**config.mk**
```make
export PLATFORM = sky130hd
export DESIGN_NAME = tdm_demux_rx
export DESIGN_NICKNAME = d
export VERILOG_FILES = /design/src/rtl/tdm_demux_rx.sv
export SDC_FILE = /design/constraint.sdc
export NUM_CORES = 1
export LEC_CHECK = 0
export ABC_AREA = 0
export BUFFER_PORTS_ARGS = -buffer_cell sky130_fd_sc_hd__buf_4
export CORE_UTILIZATION = 51
export DETAILED_ROUTE_END_ITERATION = 7
export GPL_ROUTABILITY_DRIVEN = 0
export PLACE_DENSITY = 0.77
export SLEW_MARGIN = 20
export SYNTH_ARGS = -nofsm -noshare
export SYNTH_HDL_FRONTEND = slang
export SYNTH_SLANG_ARGS = --single-unit
```
**constraint.sdc**
```tcl
create_clock -name clk -period 1.5 [get_ports clk]
set_input_delay 0.075 -clock clk [delete_from_list [all_inputs] [get_ports clk]]
set_output_delay 0.075 -clock clk [all_outputs]
set_load 0.05 [all_outputs]
```
**src/rtl/tdm_demux_rx.sv**
```systemverilog
`default_nettype none
// ============================================================================
//  Module   : tdm_demux_rx
//  Purpose  : TDM link receiver. Deserializes N_CH slots of WIDTH bits (MSB
//             first) framed by a one-cycle fsync strobe, and presents each
//             complete frame as parallel channel words with a valid pulse.
//             Tracks frame alignment and flags sync violations.
//  Revision : 1.0  initial release
// ============================================================================
module tdm_demux_rx #(
    parameter int WIDTH = 8,
    parameter int N_CH  = 4
) (
    input  logic                    clk,
    input  logic                    rst,
    input  logic                    I,
    input  logic                    fsync,
    output logic [N_CH*WIDTH-1:0]   Y,
    output logic                    valid,
    output logic                    locked,
    output logic                    sync_err
);

    localparam int c_BIT_W  = $clog2(WIDTH);
    localparam int c_SLOT_W = $clog2(N_CH);
    localparam logic [c_BIT_W-1:0]  c_BIT_LAST  = c_BIT_W'(WIDTH - 1);
    localparam logic [c_SLOT_W-1:0] c_SLOT_LAST = c_SLOT_W'(N_CH - 1);
    localparam logic [c_BIT_W-1:0]  c_BIT_ONE   = c_BIT_W'(1);
    localparam logic [c_SLOT_W-1:0] c_SLOT_ONE  = c_SLOT_W'(1);

    localparam logic [0:0] c_ST_HUNT    = 1'b0;
    localparam logic [0:0] c_ST_RECEIVE = 1'b1;

    logic [0:0]                 r_state;
    logic [c_BIT_W-1:0]         r_bit_cnt;
    logic [c_SLOT_W-1:0]        r_slot_cnt;
    logic [WIDTH-2:0]           r_shift;
    // Set for exactly the cycle where bit 0 of slot 0 of the next frame is due
    logic                       r_at_boundary;
    logic [N_CH*WIDTH-1:0]      r_y;
    logic                       r_valid;
    logic                       r_locked;
    logic                       r_sync_err;

    logic [WIDTH-1:0]           w_word;
    logic [(N_CH-1)*WIDTH-1:0]  w_shadow;
    logic                       w_receiving;
    logic                       w_lost;
    logic                       w_resync;
    logic                       w_slot_done;

    // Current slot word as it would be with this cycle's bit appended
    assign w_word      = {r_shift, I};
    assign w_receiving = (r_state == c_ST_RECEIVE);
    // Boundary reached without fsync: alignment lost
    assign w_lost      = w_receiving && r_at_boundary && !fsync;
    // fsync anywhere but the boundary: restart the frame on this bit
    assign w_resync    = w_receiving && !r_at_boundary && fsync;
    assign w_slot_done = w_receiving && !w_lost && !w_resync
                         && (r_bit_cnt == c_BIT_LAST);

    // Shadow words for every slot except the last, which bypasses into Y
    genvar g;
    generate
        for (g = 0; g < N_CH - 1; g++) begin : g_shadow
            logic [WIDTH-1:0] r_word;

            // Capture the finished slot word when this slot index completes
            always_ff @(posedge clk) begin
                if (rst) begin
                    r_word <= '0;
                end else if (w_slot_done && (r_slot_cnt == c_SLOT_W'(g))) begin
                    r_word <= w_word;
                end
            end

            assign w_shadow[WIDTH*g +: WIDTH] = r_word;
        end
    endgenerate

    // Framing state machine, bit/slot counters, shift register and outputs
    always_ff @(posedge clk) begin
        if (rst) begin
            r_state       <= c_ST_HUNT;
            r_bit_cnt     <= '0;
            r_slot_cnt    <= '0;
            r_shift       <= '0;
            r_at_boundary <= 1'b0;
            r_y           <= '0;
            r_valid       <= 1'b0;
            r_locked      <= 1'b0;
            r_sync_err    <= 1'b0;
        end else begin
            r_valid    <= 1'b0;
            r_sync_err <= 1'b0;
            case (r_state)
                c_ST_HUNT: begin
                    if (fsync) begin
                        r_state       <= c_ST_RECEIVE;
                        r_locked      <= 1'b1;
                        r_shift       <= w_word[WIDTH-2:0];
                        r_bit_cnt     <= c_BIT_ONE;
                        r_slot_cnt    <= '0;
                        r_at_boundary <= 1'b0;
                    end
                end
                c_ST_RECEIVE: begin
                    if (w_lost) begin
                        // Bit is discarded; Y keeps the last delivered frame
                        r_sync_err    <= 1'b1;
                        r_state       <= c_ST_HUNT;
                        r_locked      <= 1'b0;
                        r_bit_cnt     <= '0;
                        r_slot_cnt    <= '0;
                        r_at_boundary <= 1'b0;
                    end else if (w_resync) begin
                        // Partial frame dropped; this bit is the new slot-0 MSB
                        r_sync_err    <= 1'b1;
                        r_shift       <= w_word[WIDTH-2:0];
                        r_bit_cnt     <= c_BIT_ONE;
                        r_slot_cnt    <= '0;
                        r_at_boundary <= 1'b0;
                    end else begin
                        r_shift       <= w_word[WIDTH-2:0];
                        r_at_boundary <= 1'b0;
                        if (r_bit_cnt == c_BIT_LAST) begin
                            r_bit_cnt <= '0;
                            if (r_slot_cnt == c_SLOT_LAST) begin
                                r_slot_cnt    <= '0;
                                r_y           <= {w_word, w_shadow};
                                r_valid       <= 1'b1;
                                r_at_boundary <= 1'b1;
                            end else begin
                                r_slot_cnt <= r_slot_cnt + c_SLOT_ONE;
                            end
                        end else begin
                            r_bit_cnt <= r_bit_cnt + c_BIT_ONE;
                        end
                    end
                end
                default: begin
                    r_state <= c_ST_HUNT;
                end
            endcase
        end
    end

    assign Y        = r_y;
    assign valid    = r_valid;
    assign locked   = r_locked;
    assign sync_err = r_sync_err;

endmodule
`default_nettype wire

```
==> flow_summary.json, run 1 <==
{
  "netlist.area_leader.share_pct": 48.2,
  "rrSetupSlack_ps": 50,
  "final_cell_mix": "73 x dfxtp_1, 64 x nand2b_1, 56 x mux2i_1, 51 x buf_4",
  "hold_depth": 3,
  "fin_crit_sh_pct": 96.7,
  "clock_latency_ps": 350,
  "num_rows": 27,
  "reg2reg_to": "Y[12]$_SDFFE_PP0P_",
  "synth_top_family_by_area": "simple AND/OR/NAND/NOR gates",
  "layout_commonest_cell": "dfxtp_1",
  "min_to": "r_shift[0]$_SDFFE_PP0P_",
  "finalHoldViolations": 0,
  "hold_path_class": "primary input to register",
  "post-dp-hpwl_um": 3870,
  "synthXorXnorAreaFrac_pct": 0.537,
  "first_pass_iters": 4,
  "grt_pass1_vias": 1929,
  "drive_above_1_share_pct": 24.2,
  "initialDrtViolationCount": 75,
  "vias": 2135,
  "netlist_area_mm2": 0.00303,
  "gr-max-usage-layer": "met2",
  "p_per_area_mw_per_mm2": 992,
  "synthMuxAreaShare_pct": 18.5,
  "place_ws_ps": 45.3,
  "synth_top_area_cell": "dfxtp_1",
  "htreeDepth": 3,
  "grt_max_degree": 36,
  "status": "finished clean",
  "clock-sinks": 73,
  "startpoint_type": "register",
  "synth-simple-area-share_pct": 21.9,
  "pin_count": 39,
  "grt-ovfl-total": 0,
  "finalPower_w": 0.00366,
  "ys_seq_elements": 73,
  "synth.area.top_cells": "dfxtp_1 48%, mux2i_1 18%, nand2b_1 13%, ha_1 2.9%, or3b_2 2.0%",
  "use_met3_pct": 5.86,
  "antenna_left": 0,
  "die_height_um": 79.1,
  "synth_nets": 299,
  "antenna_found_initial": 0,
  "clock.fmax_mhz": 689,
  "vias_per_cell": 5.19,
  "synth.distinct_cells": 31,
  "p_int_w": 0.00284,
  "core_area_mm2": 0.00561,
  "seqCellArea_mm2": 0.00146,
  "ys.flop_type": "dfxtp_1",
  "arrival_ps": 1690,
  "fin_nets": 345,
  "cts_buffer_depth": 2,
  "yosys_warnings": 0,
  "wl_um": 5960,
  "postPlaceCellArea_mm2": 0.00343,
  "power.clock.fraction_pct": 42.2,
  "drcViolationCount": 0,
  "max_cap_viol_count": 0,
  "cts_tree": "built",
  "grtUsageMet1_pct": 27.6,
  "met2_usage_pct": 29.3,
  "drt-wirelength-per-cell_um": 14.5,
  "async_flop_share_pct": 0,
  "power.share.combinational_pct": 4.4,
  "endpoint_kind": "register",
  "cts_buffers": 9,
  "required_ps": 1740,
  "grt_pass1_wl_um": 9470,
  "grt_util_all_layers_pct": 20.1,
  "path_max_fanout": 14,
  "switchingPower_w": 0.000827,
  "power_leakage_nw": 1.71,
  "finClkSkew_ps": 10.8,
  "multi_input_area_mm2": 0.00147,
  "yosysSeqAreaShare_pct": 48.2,
  "slew_violations": 0,
  "synth_area_per_cell_um2": 10.5,
  "clkSlewWorstSetupHoldPaths_ps": 80,
  "worstReg2RegStart": "r_at_boundary$_SDFFE_PP0P_",
  "die_width_um": 79.1,
  "crit_type": "register to register",
  "p_seq_share_pct": 53.4,
  "cts_root_buf": "clkbuf_8",
  "setup_viol": 0,
  "fin_area_mm2": 0.00369,
  "die_area_mm2": 0.00625,
  "synth_edf_count": 0,
  "syn_inst": 288,
  "initial_utilization_pct": 54.0,
  "maxSlewHeadroom_pct": 76.7,
  "layout_min_cycle_time_ps": 1450,
  "n_fill_cell": 452,
  "ir_drop_mv": 0.597,
  "worstHoldStart": "I",
  "cts-hold-fix-buffers": 0,
  "setup_slack_ps": 48.9,
  "synth_fa_ha_area_share_pct": 2.89,
  "synth-compound-area-share_pct": 4.54,
  "area_growth_pct": 21.8,
  "swShare_pct": 22.6,
  "antenna_cells": 0,
  "rr_worst_depth": 6,
  "finalHoldWorstSlack_ps": 28.1,
  "tightest_slew_ps": 349,
  "numPortBuffers": 38
}
-- worst max-delay path by stage --
stage                                     from                 end  slack, ps
floorplan            r_bit_cnt[0]$_SDFFE_PP0P_  Y[22]$_SDFFE_PP0P_         40
global placement     r_bit_cnt[0]$_SDFFE_PP0P_   Y[7]$_SDFFE_PP0P_         80
detailed placement   r_bit_cnt[0]$_SDFFE_PP0P_   Y[4]$_SDFFE_PP0P_         50
CTS                  r_bit_cnt[0]$_SDFFE_PP0P_   Y[4]$_SDFFE_PP0P_         40
global route         r_bit_cnt[0]$_SDFFE_PP0P_  Y[26]$_SDFFE_PP0P_        -30
finish              r_at_boundary$_SDFFE_PP0P_  Y[12]$_SDFFE_PP0P_         50
-- kinds of logic (layout without fill, tap and decap cells) --
family | Yosys count | after routing
compound gates | 24 | 24
xor+xnor | 1 | 1
fa+ha+maj | 7 | 7
buf+inv | 23 | 74
flops | 73 | 73
mux | 56 | 56
simple gates | 104 | 104
-- layer usage --
layer / share of wire (%) / up-vias
li1: - / 1080
met1: 50 / 1005
met2: 45 / 38
met3: 3.5 / 12
met4: 1.4 / 0
met5: 0 / -
-- state kept, by name, indices dropped and copies added, names as in the netlist --
signal           flops
Y                   32
g_shadow.r_word     24
r_shift              7
r_bit_cnt            3
r_slot_cnt           2
locked               1
r_at_boundary        1
r_state              1
sync_err             1
valid                1
-- per-stage QoR --
| step | TNS, ps | utilization, % | std cells |
|---|---|---|---|
| after floorplan | 0 | - | 288 |
| after global placement | 0 | 61.2 | 392 |
| after detailed placement | 0 | 61.2 | 392 |
| after CTS | 0 | 64.7 | 408 |
| after global routing | -108 | 65.8 | 411 |
| final | 0 | 65.8 | 411 |
-- final cells by class --
class | count | area share [%]
Tap cell | 72 | 2.44
Clock buffer | 12 | 3.93
Multi-Input combinational cell | 192 | 39.8
Timing Repair Buffer | 56 | 12.6
Inverter | 2 | 0.203
Clock inverter | 4 | 1.39
Sequential cell | 73 | 39.6
-- cell usage after synthesis (all sizes together), types with 3 or more instances --
library cell	number
nand2b	64
or3b	7
mux2i	56
buf	6
ha	7
dfxtp	73
a21oi	10
nor2	9
nand2	7
nand4b	3
nand4	6
clkbuf	15
o21ai	7
-- critical path: stages (launching register included) --
cell and delay [ps]:
dfxtp_1 400, xnor2_2 130, buf_4 220, nand4_1 120, buf_4 190, clkbuf_16 170, mux2i_1 120
-- power by group through the flow --
stage	combinational [W]	clock [W]	sequential, W
2_1_floorplan	0.000104	0	0.00201
3_3_place_gp	0.000159	0	0.00200
3_5_place_dp	0.000161	0	0.00200
4_1_cts	0.000162	0.00157	0.00195
5_1_grt	0.000177	0.00164	0.00196
6_report	0.000161	0.00155	0.00196
-- what timing repair did --
action                                  CTS  global route
buffers inserted                          0             1
endpoints found under the setup margin    0            36
gates resized for setup                   0             8
No activity file was read; power rests on OpenSTA's default activity.
==> run 2: changes to the inputs <==
Settings changed: REMOVE_ABC_BUFFERS from default to 1.
==> run 2 against run 1 <==
  * First-iteration DRC count grew 1.3%
  * Flip-flop and latch count is the same
  * Sequential share of layout area grew 0.13 points
  * Final area shrank 0.24%
  * Utilization shrank 0.16 points
  * Combinational power is essentially flat
  * Clock skew shrank 1.9 ps
  * Wire length shrank 1.2%
  * Via count shrank 0.19%
  * Sequential power is essentially flat
  * Critical path type unchanged
  * Critical endpoint is now Y[31]$_SDFFE_PP0P_
  * Largest cell class unchanged
==> flow_summary.json, run 2 (same netlist as run 1, synthesis figures left out) <==
{
  "core_area_mm2": 0.00561,
  "initial_utilization_pct": 54.0,
  "slew_violations": 0,
  "layout_commonest_cell": "dfxtp_1",
  "switchingPower_w": 0.000780,
  "grt_pass1_vias": 1963,
  "crit_type": "register to register",
  "final_cell_mix": "72 x dfxtp_1, 64 x nand2b_1, 56 x mux2i_1, 47 x buf_4, 11 x clkbuf_8",
  "max_cap_viol_count": 0,
  "drive_above_1_share_pct": 24.2,
  "setup_viol": 0,
  "die_height_um": 79.1,
  "largest_reg_flops": 32,
  "htreeDepth": 3,
  "antenna_cells": 0,
  "grt_max_degree": 39,
  "hold_depth": 3,
  "initialDrtViolationCount": 76,
  "wl_um": 5880,
  "cts_buffer_depth": 2,
  "power.share.combinational_pct": 4.5,
  "met2_usage_pct": 29.6,
  "pin_count": 39,
  "clkSlewWorstSetupHoldPaths_ps": 70,
  "p_int_w": 0.00270,
  "reg2reg_to": "Y[31]$_SDFFE_PP0P_",
  "status": "finished clean",
  "clock.fmax_mhz": 676,
  "finClkSkew_ps": 8.93,
  "tightest_slew_ps": 470,
  "required_ps": 1730,
  "antenna_found_initial": 0,
  "clock_latency_ps": 340,
  "path_max_fanout": 14,
  "postPlaceCellArea_mm2": 0.00344,
  "grt_util_all_layers_pct": 18.8,
  "fin_nets": 342,
  "setup_slack_ps": 19.8,
  "layout_min_cycle_time_ps": 1480,
  "endpoint_kind": "register",
  "arrival_ps": 1710,
  "n_fill_cell": 466,
  "cts_root_buf": "clkbuf_8",
  "hold_path_class": "primary input to register",
  "p_per_area_mw_per_mm2": 946,
  "vias": 2131,
  "drcViolationCount": 0,
  "rrSetupSlack_ps": 20,
  "numPortBuffers": 38,
  "grtUsageMet1_pct": 23.9,
  "placed_cells": 389,
  "grt-ovfl-total": 0,
  "rr_worst_depth": 6,
  "ir_drop_mv": 0.825,
  "area_growth_pct": 21.5,
  "tns_ps": 0,
  "gr-max-usage-layer": "met2",
  "worstHoldStart": "I",
  "cts_buffers": 9,
  "post-dp-hpwl_um": 3630,
  "power_leakage_nw": 1.70,
  "place_ws_ps": -29.0,
  "cts-hold-fix-buffers": 0,
  "antenna_left": 0,
  "fin_area_mm2": 0.00368,
  "cts_tree": "built",
  "use_met3_pct": 6.32,
  "die_width_um": 79.1,
  "first_pass_iters": 4,
  "maxSlewHeadroom_pct": 68.5,
  "clock-sinks": 73,
  "swShare_pct": 22.4,
  "grt_pass1_wl_um": 9050,
  "min_to": "r_shift[0]$_SDFFE_PP0P_",
  "p_seq_share_pct": 56.2,
  "finalHoldViolations": 0,
  "num_rows": 27,
  "power.clock.fraction_pct": 39.3,
  "fin_crit_sh_pct": 98.7,
  "vias_per_cell": 5.24,
  "startpoint_type": "register",
  "worstReg2RegStart": "r_bit_cnt[0]$_SDFFE_PP0P_",
  "finalNonFillerCells": 407,
  "drt-wirelength-per-cell_um": 14.5,
  "die_area_mm2": 0.00625,
  "finalPower_w": 0.00348
}
run 2: changes by cell type in the layout (fill, tap and decap cells not counted), sizes merged:
cell      before  now
clkinvlp       1    0
bufinv         1    0
buf           55   51
clkbuf        13   15
clkinv         1    2
inv            3    2
run 2: cell type report:
type                       count  area, um^2  area share, %
timing repair buffer          53         474           12.9
multi-input combinational    192        1480           40.1
clock buffer                  13         159           4.32
sequential                    73        1460           39.7
tap                           72        90.1           2.45
inverter                       2        7.51          0.204
clock inverter                 2        13.8          0.374
run 2: worst max path at each step:
stage	start	endpoint	slack, ps	cells after the start
6_report	r_bit_cnt[0]$_SDFFE_PP0P_	Y[31]$_SDFFE_PP0P_	20	6
3_5_place_dp	r_bit_cnt[0]$_SDFFE_PP0P_	g_shadow[2].r_word[6]$_SDFFE_PP0P_	-30	5
5_1_grt	r_bit_cnt[0]$_SDFFE_PP0P_	Y[24]$_SDFFE_PP0P_	-30	6
2_1_floorplan	r_at_boundary$_SDFFE_PP0P_	Y[0]$_SDFFE_PP0P_	-1150	3
3_3_place_gp	r_bit_cnt[0]$_SDFFE_PP0P_	g_shadow[2].r_word[5]$_SDFFE_PP0P_	80	5
4_1_cts	r_bit_cnt[0]$_SDFFE_PP0P_	g_shadow[2].r_word[6]$_SDFFE_PP0P_	20	5
run 2: power by group through the flow:
stage          Combinational [W]  Sequential [W]  Clock, W
6_report                0.000158         0.00196   0.00137
5_1_grt                 0.000172         0.00196   0.00149
4_1_cts                 0.000157         0.00196   0.00140
3_5_place_dp            0.000157         0.00200         0
3_3_place_gp            0.000155         0.00200         0
2_1_floorplan          0.0000673         0.00202         0
run 2: critical path, stage by stage (launching register included):
cell	delay [ps]
dfxtp_2	360
ha_2	190
ha_1	200
nand4_1	140
buf_6	170
clkbuf_16	180
mux2i_1	120
run 2: through the flow:
stage	hold WS (ps)	util [%]
floorplan	144	-
global placement	371	61.3
detailed placement	374	61.3
CTS	7.71	64.4
global route	46.5	65.7
finish	21.6	65.7
run 2: metal layers:
| layer | routed length, um | part of all wire, % |
|---|---|---|
| met2 | 2800 | 48 |
| met1 | 2800 | 48 |
| met4 | 79 | 1.3 |
| met3 | 201 | 3.4 |
| met5 | 0 | 0 |
run 2: repair_timing:
action,4_1_cts,5_1_grt
hold endpoints to repair,0,0
setup buffers,0,1
pin swaps,0,2
gates cloned,0,2
resized for setup,1,5
setup endpoints to repair,6,37
